`config.mk`:
```
export PLATFORM = sky130hd
export DESIGN_NAME = mp3_ctrl_panel
export DESIGN_NICKNAME = d
export VERILOG_FILES = /design/src/rtl/mp3_ctrl_pkg.sv /design/src/rtl/mp3_ctrl_panel_btn_debounce.sv /design/src/rtl/mp3_ctrl_panel.sv
export SDC_FILE = /design/constraint.sdc
export NUM_CORES = 1
export LEC_CHECK = 0
export ABC_AREA = 1
export ABC_CLOCK_PERIOD_IN_PS = 2150
export CORE_MARGIN = 4
export CORE_UTILIZATION = 60
export DETAILED_ROUTE_END_ITERATION = 8
export GPL_ROUTABILITY_DRIVEN = 0
export PLACE_DENSITY = 0.77
export SLEW_MARGIN = 20
export SYNTH_ARGS = -nofsm -noshare
export SYNTH_HDL_FRONTEND = slang
export SYNTH_SLANG_ARGS = --single-unit
```
`constraint.sdc`:
```
create_clock -name I_CLK -period 2.15 [get_ports I_CLK]
set_input_delay 0.43 -clock I_CLK [delete_from_list [all_inputs] [get_ports I_CLK]]
set_output_delay 0.43 -clock I_CLK [all_outputs]
set_load 0.1 [all_outputs]
```
`src/rtl/mp3_ctrl_pkg.sv`:
```
`default_nettype none
// ============================================================================
//  Module      : mp3_ctrl_pkg
//  Description : Shared constants and command decoding for the MP3 front-panel
//                control stage.
//  Revision    : 1.0 - initial release
// ============================================================================
package mp3_ctrl_pkg;

    localparam int                   NUM_SONGS         = 5;
    localparam logic [NUM_SONGS-1:0] SONG_ONEHOT_RESET = 5'b00001;
    localparam logic [2:0]           SONG_IDX_LAST     = 3'(NUM_SONGS - 1);
    localparam logic [7:0]           VOL_MAX           = 8'hFE;
    localparam logic [7:0]           VOL_MIN           = 8'h00;

    // Net effect of a pair of opposing button pulses in one cycle
    typedef enum logic [1:0] {
        CMD_HOLD = 2'd0,
        CMD_INC  = 2'd1,
        CMD_DEC  = 2'd2
    } step_cmd_e;

    // Opposing pulses arriving together cancel out
    function automatic step_cmd_e decode_step(input logic inc, input logic dec);
        step_cmd_e cmd;
        cmd = CMD_HOLD;
        if (inc && !dec) cmd = CMD_INC;
        if (dec && !inc) cmd = CMD_DEC;
        return cmd;
    endfunction

endpackage
`default_nettype wire

```
`src/rtl/mp3_ctrl_panel_btn_debounce.sv`:
```
`default_nettype none
// ============================================================================
//  Module      : btn_debounce
//  Description : 2-flop synchroniser, debouncer, press-edge pulse generator and
//                optional hold-to-repeat for one raw push-button.
//  Revision    : 1.0 - initial release
// ============================================================================
module btn_debounce #(
    parameter int DEBOUNCE_CYCLES = 1000000,
    parameter bit REPEAT_EN       = 1'b0,
    parameter int REPEAT_DELAY    = 50000000,
    parameter int REPEAT_PERIOD   = 15000000
) (
    input  logic I_CLK,
    input  logic RST,
    input  logic btn_raw,
    output logic press,
    output logic level
);
    import mp3_ctrl_pkg::*;

    localparam int             DB_W    = (DEBOUNCE_CYCLES > 1) ? $clog2(DEBOUNCE_CYCLES) : 1;
    localparam logic [DB_W-1:0] DB_LAST = DB_W'(DEBOUNCE_CYCLES - 1);

    logic [1:0]      sync_q;
    logic            stable_q, stable_d;
    logic [DB_W-1:0] db_cnt_q, db_cnt_d;
    logic            press_q,  press_d;
    logic            rpt_fire;

    // Debounce: count consecutive cycles the synced level disagrees with stable
    always_comb begin
        db_cnt_d = db_cnt_q;
        stable_d = stable_q;
        press_d  = rpt_fire;
        if (sync_q[1] == stable_q) begin
            db_cnt_d = '0;
        end else if (db_cnt_q == DB_LAST) begin
            stable_d = sync_q[1];
            db_cnt_d = '0;
            // Only a 0->1 transition is a press; releases are silent
            press_d  = press_d | sync_q[1];
        end else begin
            db_cnt_d = db_cnt_q + 1'b1;
        end
    end

    // Synchroniser, stable level, debounce counter and press pulse registers
    always_ff @(posedge I_CLK) begin
        if (!RST) begin
            sync_q   <= '0;
            stable_q <= 1'b0;
            db_cnt_q <= '0;
            press_q  <= 1'b0;
        end else begin
            sync_q   <= {sync_q[0], btn_raw};
            stable_q <= stable_d;
            db_cnt_q <= db_cnt_d;
            press_q  <= press_d;
        end
    end

    generate
        if (REPEAT_EN) begin : g_repeat
            localparam int RPT_MAX = (REPEAT_DELAY > REPEAT_PERIOD) ? REPEAT_DELAY : REPEAT_PERIOD;
            localparam int RPT_W   = (RPT_MAX > 1) ? $clog2(RPT_MAX) : 1;
            localparam logic [RPT_W-1:0] DLY_LAST = RPT_W'(REPEAT_DELAY - 1);
            localparam logic [RPT_W-1:0] PER_LAST = RPT_W'(REPEAT_PERIOD - 1);

            logic [RPT_W-1:0] rpt_cnt_q;
            logic             rpt_on_q;   // first repeat already fired, now on the period
            logic             rpt_hit;

            assign rpt_hit  = stable_q && (rpt_cnt_q == (rpt_on_q ? PER_LAST : DLY_LAST));
            assign rpt_fire = rpt_hit;

            // Hold counter: initial delay, then fixed period, cleared on release
            always_ff @(posedge I_CLK) begin
                if (!RST || !stable_q) begin
                    rpt_cnt_q <= '0;
                    rpt_on_q  <= 1'b0;
                end else if (rpt_hit) begin
                    rpt_cnt_q <= '0;
                    rpt_on_q  <= 1'b1;
                end else begin
                    rpt_cnt_q <= rpt_cnt_q + 1'b1;
                end
            end
        end else begin : g_no_repeat
            assign rpt_fire = 1'b0;
        end
    endgenerate

    assign press = press_q;
    assign level = stable_q;

endmodule
`default_nettype wire

```
`src/rtl/mp3_ctrl_panel.sv`:
```
`default_nettype none
// ============================================================================
//  Module      : mp3_ctrl_panel
//  Description : Front-panel control for the MP3 core: four debounced buttons
//                drive a one-hot song rotator and a saturating volume register.
//  Revision    : 1.0 - initial release
// ============================================================================
module mp3_ctrl_panel #(
    parameter int         DEBOUNCE_CYCLES = 1000000,
    parameter int         REPEAT_DELAY    = 50000000,
    parameter int         REPEAT_PERIOD   = 15000000,
    parameter logic [7:0] VOL_STEP        = 8'h10,
    parameter logic [7:0] VOL_INIT        = 8'h40
) (
    input  logic       I_CLK,
    input  logic       RST,
    input  logic       BTN_NEXT,
    input  logic       BTN_PREV,
    input  logic       BTN_VOL_UP,
    input  logic       BTN_VOL_DN,
    output logic [4:0] music_select,
    output logic [7:0] vol,
    output logic [2:0] song_idx
);
    import mp3_ctrl_pkg::*;

    logic [3:0] btn_raw;
    logic [3:0] btn_press;
    logic [3:0] btn_level_unused;   // stable levels are not needed at this stage

    assign btn_raw = {BTN_VOL_DN, BTN_VOL_UP, BTN_PREV, BTN_NEXT};

    generate
        for (genvar i = 0; i < 4; i++) begin : g_btn
            btn_debounce #(
                .DEBOUNCE_CYCLES (DEBOUNCE_CYCLES),
                .REPEAT_EN       (i >= 2),
                .REPEAT_DELAY    (REPEAT_DELAY),
                .REPEAT_PERIOD   (REPEAT_PERIOD)
            ) u_btn (
                .I_CLK   (I_CLK),
                .RST     (RST),
                .btn_raw (btn_raw[i]),
                .press   (btn_press[i]),
                .level   (btn_level_unused[i])
            );
        end
    endgenerate

    logic [NUM_SONGS-1:0] sel_q, sel_d;
    logic [2:0]           idx_q, idx_d;
    logic [7:0]           vol_q, vol_d;
    logic [8:0]           vol_sum;
    step_cmd_e            song_cmd, vol_cmd;

    assign song_cmd = decode_step(btn_press[0], btn_press[1]);
    assign vol_cmd  = decode_step(btn_press[2], btn_press[3]);
    assign vol_sum  = {1'b0, vol_q} + {1'b0, VOL_STEP};

    // Next song/volume: one-hot rotate with index kept in lockstep, saturating volume
    always_comb begin
        sel_d = sel_q;
        idx_d = idx_q;
        vol_d = vol_q;
        case (song_cmd)
            CMD_INC: begin
                sel_d = {sel_q[NUM_SONGS-2:0], sel_q[NUM_SONGS-1]};
                idx_d = (idx_q == SONG_IDX_LAST) ? 3'd0 : idx_q + 3'd1;
            end
            CMD_DEC: begin
                sel_d = {sel_q[0], sel_q[NUM_SONGS-1:1]};
                idx_d = (idx_q == 3'd0) ? SONG_IDX_LAST : idx_q - 3'd1;
            end
            default: ;
        endcase
        // INC on volume means louder, i.e. less attenuation
        case (vol_cmd)
            CMD_INC: vol_d = (vol_q >= VOL_STEP) ? vol_q - VOL_STEP : VOL_MIN;
            CMD_DEC: vol_d = (vol_sum > {1'b0, VOL_MAX}) ? VOL_MAX : vol_sum[7:0];
            default: ;
        endcase
    end

    // Output registers; only legal values are ever loaded
    always_ff @(posedge I_CLK) begin
        if (!RST) begin
            sel_q <= SONG_ONEHOT_RESET;
            idx_q <= 3'd0;
            vol_q <= VOL_INIT;
        end else begin
            sel_q <= sel_d;
            idx_q <= idx_d;
            vol_q <= vol_d;
        end
    end

    assign music_select = sel_q;
    assign song_idx     = idx_q;
    assign vol          = vol_q;

endmodule
`default_nettype wire

```
== Word level (Yosys, flattened, before mapping) ==
Index checks and enable logic that the tools add are counted.

* Muxes and demuxes: 17
* Eq/ne operators: 15
* Add/sub/neg operators: 10
* $lt $le $gt $ge: 2
* Reductions and logical operators: 30
* Bitwise gates (word level): 9

{| class="wikitable"
|+ Operators with widths
! kind !! number
|-
| $add 20x1->20 const B || 4
|-
| $eq 20x20->1 const B || 4
|-
| $add 26x1->26 const B || 2
|-
| $eq 26x26->1 || 2
|-
| $mux 26 || 2
|-
| $reduce_or 3->1 || 6
|-
| $mux 8 || 2
|-
| $pmux 8 s2 || 1
|-
| $pmux 5 s2 || 1
|-
| $add 8x5->9 const B || 1
|-
| $gt 9x8->1 const B || 1
|-
| $ge 8x5->1 const B || 1
|-
| $reduce_and 2->1 || 4
|-
| $sub 8x5->8 const B || 1
|-
| $logic_not 1->1 || 7
|-
| $not 1->1 || 7
|-
| $logic_and 1x1->1 || 6
|-
| $mux 1 || 6
|-
| $mux 3 || 2
|-
| $pmux 3 s2 || 1
|-
| $eq 1x1->1 || 4
|-
| $eq 2x1->1 const B || 2
|-
| $eq 2x2->1 const B || 2
|-
| $mux 2 || 2
|-
| other kinds (8) || 12
|}

* Output and inout port bits: 16
* Logic and storage cells: 106
* Bits in registers: 166
* Bits of input ports: 6

== Longest topological paths before layout ==
* Word-level depth: 6
* Mapped depth: 10
* Gate-level depth less buffers: 10

== Cells and area by module ==
Synthesis repeated with hierarchy kept, for this count alone.

* Cells, all modules: 1315
* Area total of the unflattened synthesis: 8814.7 sq um

{| class="wikitable"
|+ Modules (own cells, without submodules)
! module !! area an instance (sq um) !! times used !! cells an instance !! sequential area each (sq um)
|-
| btn_debounce at g_btn[2].u_btn ... || 2692.6 || 2 || 417 || 1021.0
|-
| btn_debounce at g_btn[0].u_btn ... || 1263.7 || 2 || 171 || 480.5
|-
| mp3_ctrl_panel || 902.1 || 1 || 139 || 260.2
|}

== Least setup slack after synthesis ==
No wires, ideal clock.

* Path type: reg2reg
* From: register vol_q[4] (netlist: vol[4])
* To: register vol_q[4] (netlist: vol[4])
* Buffers on the path: 0
* Required time: 2040 ps
* Path slack: -86 ps
* Stages on the path, launching flop included: 11
* Period minus slack after synthesis: 2236 ps
* Arrival: 2125 ps
* Path through: dfxtp_1 -> inv_1 -> ha_1 -> nand2_1 -> nor3_1 -> nand2_1 -> nand2_1 -> nand2_1 -> nand3_1 -> nand2_1 -> inv_1

* Longest elaborated chain between the ends: 4
* Elaborated cells between the ends (all ways): 7
* Classes of those cells: 2 x add/sub; 2 x order compare; 3 x mux

{| class="wikitable"
|+ RTL lines
! item !! RTL line !! RTL
|-
| start, declared || mp3_ctrl_panel.sv:52 || <nowiki>logic [7:0] vol_q, vol_d;</nowiki>
|-
| start signal, assigned || mp3_ctrl_panel.sv:93 || <nowiki>vol_q <= vol_d;</nowiki>
|-
| $add 8x5->9 || mp3_ctrl_panel.sv:58 || <nowiki>assign vol_sum = {1'b0, vol_q} + {1'b0, VOL_STEP};</nowiki>
|-
| $gt 9x8->1 || mp3_ctrl_panel.sv:79 || <nowiki>CMD_DEC: vol_d = (vol_sum > {1'b0, VOL_MAX}) ? VOL_MAX : vol_sum[7:0];</nowiki>
|-
| $mux 8 || mp3_ctrl_panel.sv:79 ||
|-
| $pmux 8 s2 * || mp3_ctrl_panel.sv:77 || <nowiki>case (vol_cmd)</nowiki>
|}

Mark *: on every way between the ends. The rest lies on a longest branch, timed or not.
A chain may end at the register's enable or synchronous reset.

== Final worst setup path ==
* From: register g_btn[3].u_btn.g_repeat.rpt_cnt_q[0]
* To: register g_btn[3].u_btn.g_repeat.rpt_cnt_q[4]

* Longest elaborated chain between the ends: 3
* Elaborated cells between the ends (all ways): 4
* Classes of those cells: 1 x add/sub; 1 x eq/ne; 2 x reduce/logical

{| class="wikitable"
|+ RTL lines
! item !! RTL line !! RTL
|-
| start, declared || mp3_ctrl_panel_btn_debounce.sv:70 || <nowiki>logic [RPT_W-1:0] rpt_cnt_q;</nowiki>
|-
| start signal, assigned || mp3_ctrl_panel_btn_debounce.sv:86 || <nowiki>rpt_cnt_q <= rpt_cnt_q + 1'b1;</nowiki>
|-
| branches (longest 3 deep; another with $add 26x1->26) || n/a ||
|}

Parallel ways; which one is timed is not known.

==> out/metrics.csv <==
stage,metric,value,unit
clocking,cts hold-fix bufs,0,
logic_synthesis,most common cell in the netlist,nand2_1,
critical_path,"CP delay by family, top",simple AND/OR/NAND/NOR gates,
clocking,H-tree depth,4,
global_route,initial antenna violation count,0,
logic_synthesis,syn nets,1291,
worst_hold_path,hold endpoint,g_btn[2].u_btn.sync_q[1],
layout,nets,1320,
die,IO Pins,22,
die,die area,15900,µm²
critical_path,critical path class,flip-flop to flip-flop,
critical_path,arrival time at the worst endpoint,2190,ps
worst_hold_path,HP Start,g_btn[2].u_btn.sync_q[0],
critical_path,"Top cell by count, worst path",nand3_2,
logic_synthesis,Unique masters post-synth,35,
sta,final worst slack,267,ps
layout,antenna cells,0,
drt,Final ANT Viol Nets,0,
sta,Tmin final,1880,ps
power,register share of total power,49.9,%
power,P_int,4820,µW
logic_synthesis,Synth Instances,1270,
critical_path,R2R depth,8,
logic_synthesis,post-synthesis simple-gate area fraction,38.8,%
sta,RSZ-0062 raised after global routing,no,
outcome,status,finished clean,
logic_synthesis,mux share of post-synthesis cell area,0,%
drt,DR pass1 iterations,5,
logic_synthesis,Post-synth EDFFs,0,
critical_path,Setup crit start kind,flip-flop,
sta,final hold viol count,0,
global_route,total congestion overflow,0,
worst_hold_path,WHS Path Cells,2,
drt,Avg WL per Cell,11.3,µm
placed_design,Port Buf Inserts,20,
clocking,CTS tree,yes,
critical_path,"reg-to-reg slack, setup",270,ps
layout,layout cells sized above 1,5.87,%
sta,worst hold slack,420,ps
clocking,clk buf depth,2,
global_route,global-route wire length before repair,29200,µm
die,Die X,126,µm
sta,Pins Over Slew Limit,0,
drt,vias per cell,5.01,
clocking,Root Driver,clkbuf_16,
job,max-cap violations,0,
die,Initial Util,62.1,%
placed_design,dpl cell area,8680,µm²
logic_synthesis,dominant cells by area after synthesis,"dfxtp_1 39%, nand2_1 15%, nor2_1 14%",
layout,"Area growth, synth to finish",10.9,%
critical_path,buffer and inverter count on the worst path,1,
worst_hold_path,Worst Hold Class,flip-flop to flip-flop,
clocking,postcts setup bufs,0,
critical_path,crit path cell chain,ha_1 -> nand3_2 -> nor2_4 -> inv_2 -> nor2_2 -> nand3_2 -> nand2_4 -> nor2_1,
power,sw frac,20.8,%
logic_synthesis,Syn. warnings,0,
logic_synthesis,"FF+latch count, synth",163,
drt,Total Wirelength,16800,µm
die,CORE AREA,13500,µm²
power,Max IR drop VDD,840,µV
logic_synthesis,"Cell Area, Synth",8360,µm²
logic_synthesis,Post-synth top cells,"333 x nand2_1, 306 x nor2_1, 163 x dfxtp_1, 136 x inv_1, 62 x nand3_1",
sta,setup TNS,0,ps
global_route,largest net degree at the start of global routing,27,
critical_path,CP Max Fanout,26,
die,die height,126,µm
global_route,GR Util All Layers,21.7,%
sta,Final setup viols,0,
drt,via total after detailed routing,7448,
global_route,number of global-route vias before repair,6699,
critical_path,Crit. End Element,flip-flop,
logic_synthesis,Synth Area in Compound Gates,5.37,%
clocking,"CTS clk-pin slew, worst paths",60,ps
clocking,Sink Count,163,
power,pwr dens,656,nW/µm²
critical_path,reg2reg end,g_btn[3].u_btn.g_repeat.rpt_cnt_q[4],
logic_synthesis,post-synthesis sequential area ratio,39.0,%
critical_path,Crit-path slowest cell,dfxtp_1,
clocking,CTS Buf Count,17,
clocking,post-cts resize count,0,
clocking,Worst-Skew Late Latency,420,ps
power,Clock Power Share,49.1,%
drt,DRC Markers,0,
layout,Final Cell Area,9270,µm²
sta,Clock Skew,6.99,ps
logic_synthesis,Adder-Cell Fraction of Synth Area,2.25,%
logic_synthesis,xor and xnor fraction of the mapped netlist area,6.71,%
power,Leakage,0.00310,µW
critical_path,Critical R2R Launch,g_btn[3].u_btn.g_repeat.rpt_cnt_q[0],
logic_synthesis,predominant post-synthesis flop cell,dfxtp_1,
die,std cell rows,42,
sta,FMAX,531,MHz
power,Gate power share,1.1,%
logic_synthesis,Synth Area per Inst,6.58,µm²
placed_design,Detailed Place HPWL,12200,µm
logic_synthesis,top cell type by total area after synthesis,dfxtp_1,
logic_synthesis,share of flip-flops with an asynchronous set or reset,0,%
logic_synthesis,largest family of logic cells by synthesized area,simple AND/OR/NAND/NOR gates,
power,net switching power,1260,µW
sta,period utilisation layout,87.6,%
critical_path,crit-path max cell delay,420,ps
logic_synthesis,post-synth top area share,39.0,%
drt,1st-iter DRT viols,523,
placed_design,Place WS,240,ps
critical_path,CP Data Required Time,2450,ps
layout,final core utilization,68.9,%
==> cells by family (layout without fill, tap and decap cells) <==
| kind of cell | Yosys count | in the layout |
|---|---|---|
| buffers and inverters | 157 | 199 |
| AO/OA/AOI/OAI | 86 | 86 |
| adder cells (fa/ha/maj) | 15 | 15 |
| other | 1 | 1 |
| AND/OR/NAND/NOR | 784 | 784 |
| flip-flops | 163 | 163 |
| XOR/XNOR | 64 | 64 |
==> cell usage in the layout (no fill, tap or decap), types with 4 or more instances in the layout <==
cell type / count
nand2_1: 333
nor2_1: 306
dfxtp_1: 162
inv_1: 136
nand3_1: 62
a21oi_1: 50
xor2_1: 44
o21ai_0: 29
buf_4: 25
nor3_1: 24
nand4_1: 23
xnor2_1: 20
clkbuf_16: 17
ha_1: 15
nand3b_1: 14
or2_2: 7
clkinv_2: 6
clkdlybuf4s50_1: 5
clkinv_4: 4
==> registers in the layout, indices dropped and copies added (netlist names), 3 cells and up <==
name,count
g_btn.u_btn.press,4
vol,5
g_btn.u_btn.db_cnt_q,80
song_idx,3
g_btn.u_btn.sync_q,8
music_select,5
g_btn.u_btn.level,4
g_btn.u_btn.g_repeat.rpt_cnt_q,52
==> stage by stage <==
stage                     cells  total power [µW]
after floorplan            1270              3140
after detailed placement   1456              3170
after global placement     1456              3170
after CTS                  1488              6140
after global routing       1488              6290
final                      1488              6080
==> worst max path at each step <==
stage / start / endpoint / slack (ps) / depth (start not counted)
floorplan: song_idx[0] / song_idx[0] / 60 / 7
global placement: RST / g_btn[2].u_btn.g_repeat.rpt_cnt_q[11] / 290 / 6
detailed placement: RST / g_btn[2].u_btn.g_repeat.rpt_cnt_q[8] / 240 / 6
CTS: g_btn[3].u_btn.g_repeat.rpt_cnt_q[0] / g_btn[3].u_btn.g_repeat.rpt_cnt_q[10] / 250 / 8
global route: g_btn[3].u_btn.g_repeat.rpt_cnt_q[0] / g_btn[3].u_btn.g_repeat.rpt_cnt_q[10] / 120 / 8
finish: g_btn[3].u_btn.g_repeat.rpt_cnt_q[0] / g_btn[3].u_btn.g_repeat.rpt_cnt_q[4] / 270 / 8
==> power by group through the flow <==
| stage | combinational, µW | sequential (µW) | clock, µW |
|---|---|---|---|
| floorplan | 39.8 | 3100 | 0 |
| global placement | 64.7 | 3100 | 0 |
| detailed placement | 65.3 | 3100 | 0 |
| CTS | 65.2 | 3030 | 3040 |
| global route | 72.2 | 3030 | 3190 |
| finish | 65.0 | 3030 | 2980 |
==> per-layer routing <==
layer,GRT usage (%),wire [µm],up-vias
met5,0,0,-
met4,6.81,230,0
met3,4.91,558,21
met2,35.3,7740,121
met1,28.7,8250,3269
li1,-,-,4037
==> worst register-to-register path, stage by stage (launching register included) <==
cell     delay, ps
dfxtp_1        420
ha_1           280
nand3_2        180
nor2_4         200
inv_2           60
nor2_2         130
nand3_2        120
nand2_4        270
nor2_1         100
==> cell type report <==
class,instances,area [µm²]
fillers,1199,4180
flip-flops and latches,163,3260
repair buffers,30,238
clock inverters,13,134
well taps,176,220
clock buffers,19,453
multi-input cells,950,4450
inverters,137,514
No activity file was read; power rests on OpenSTA's default activity.
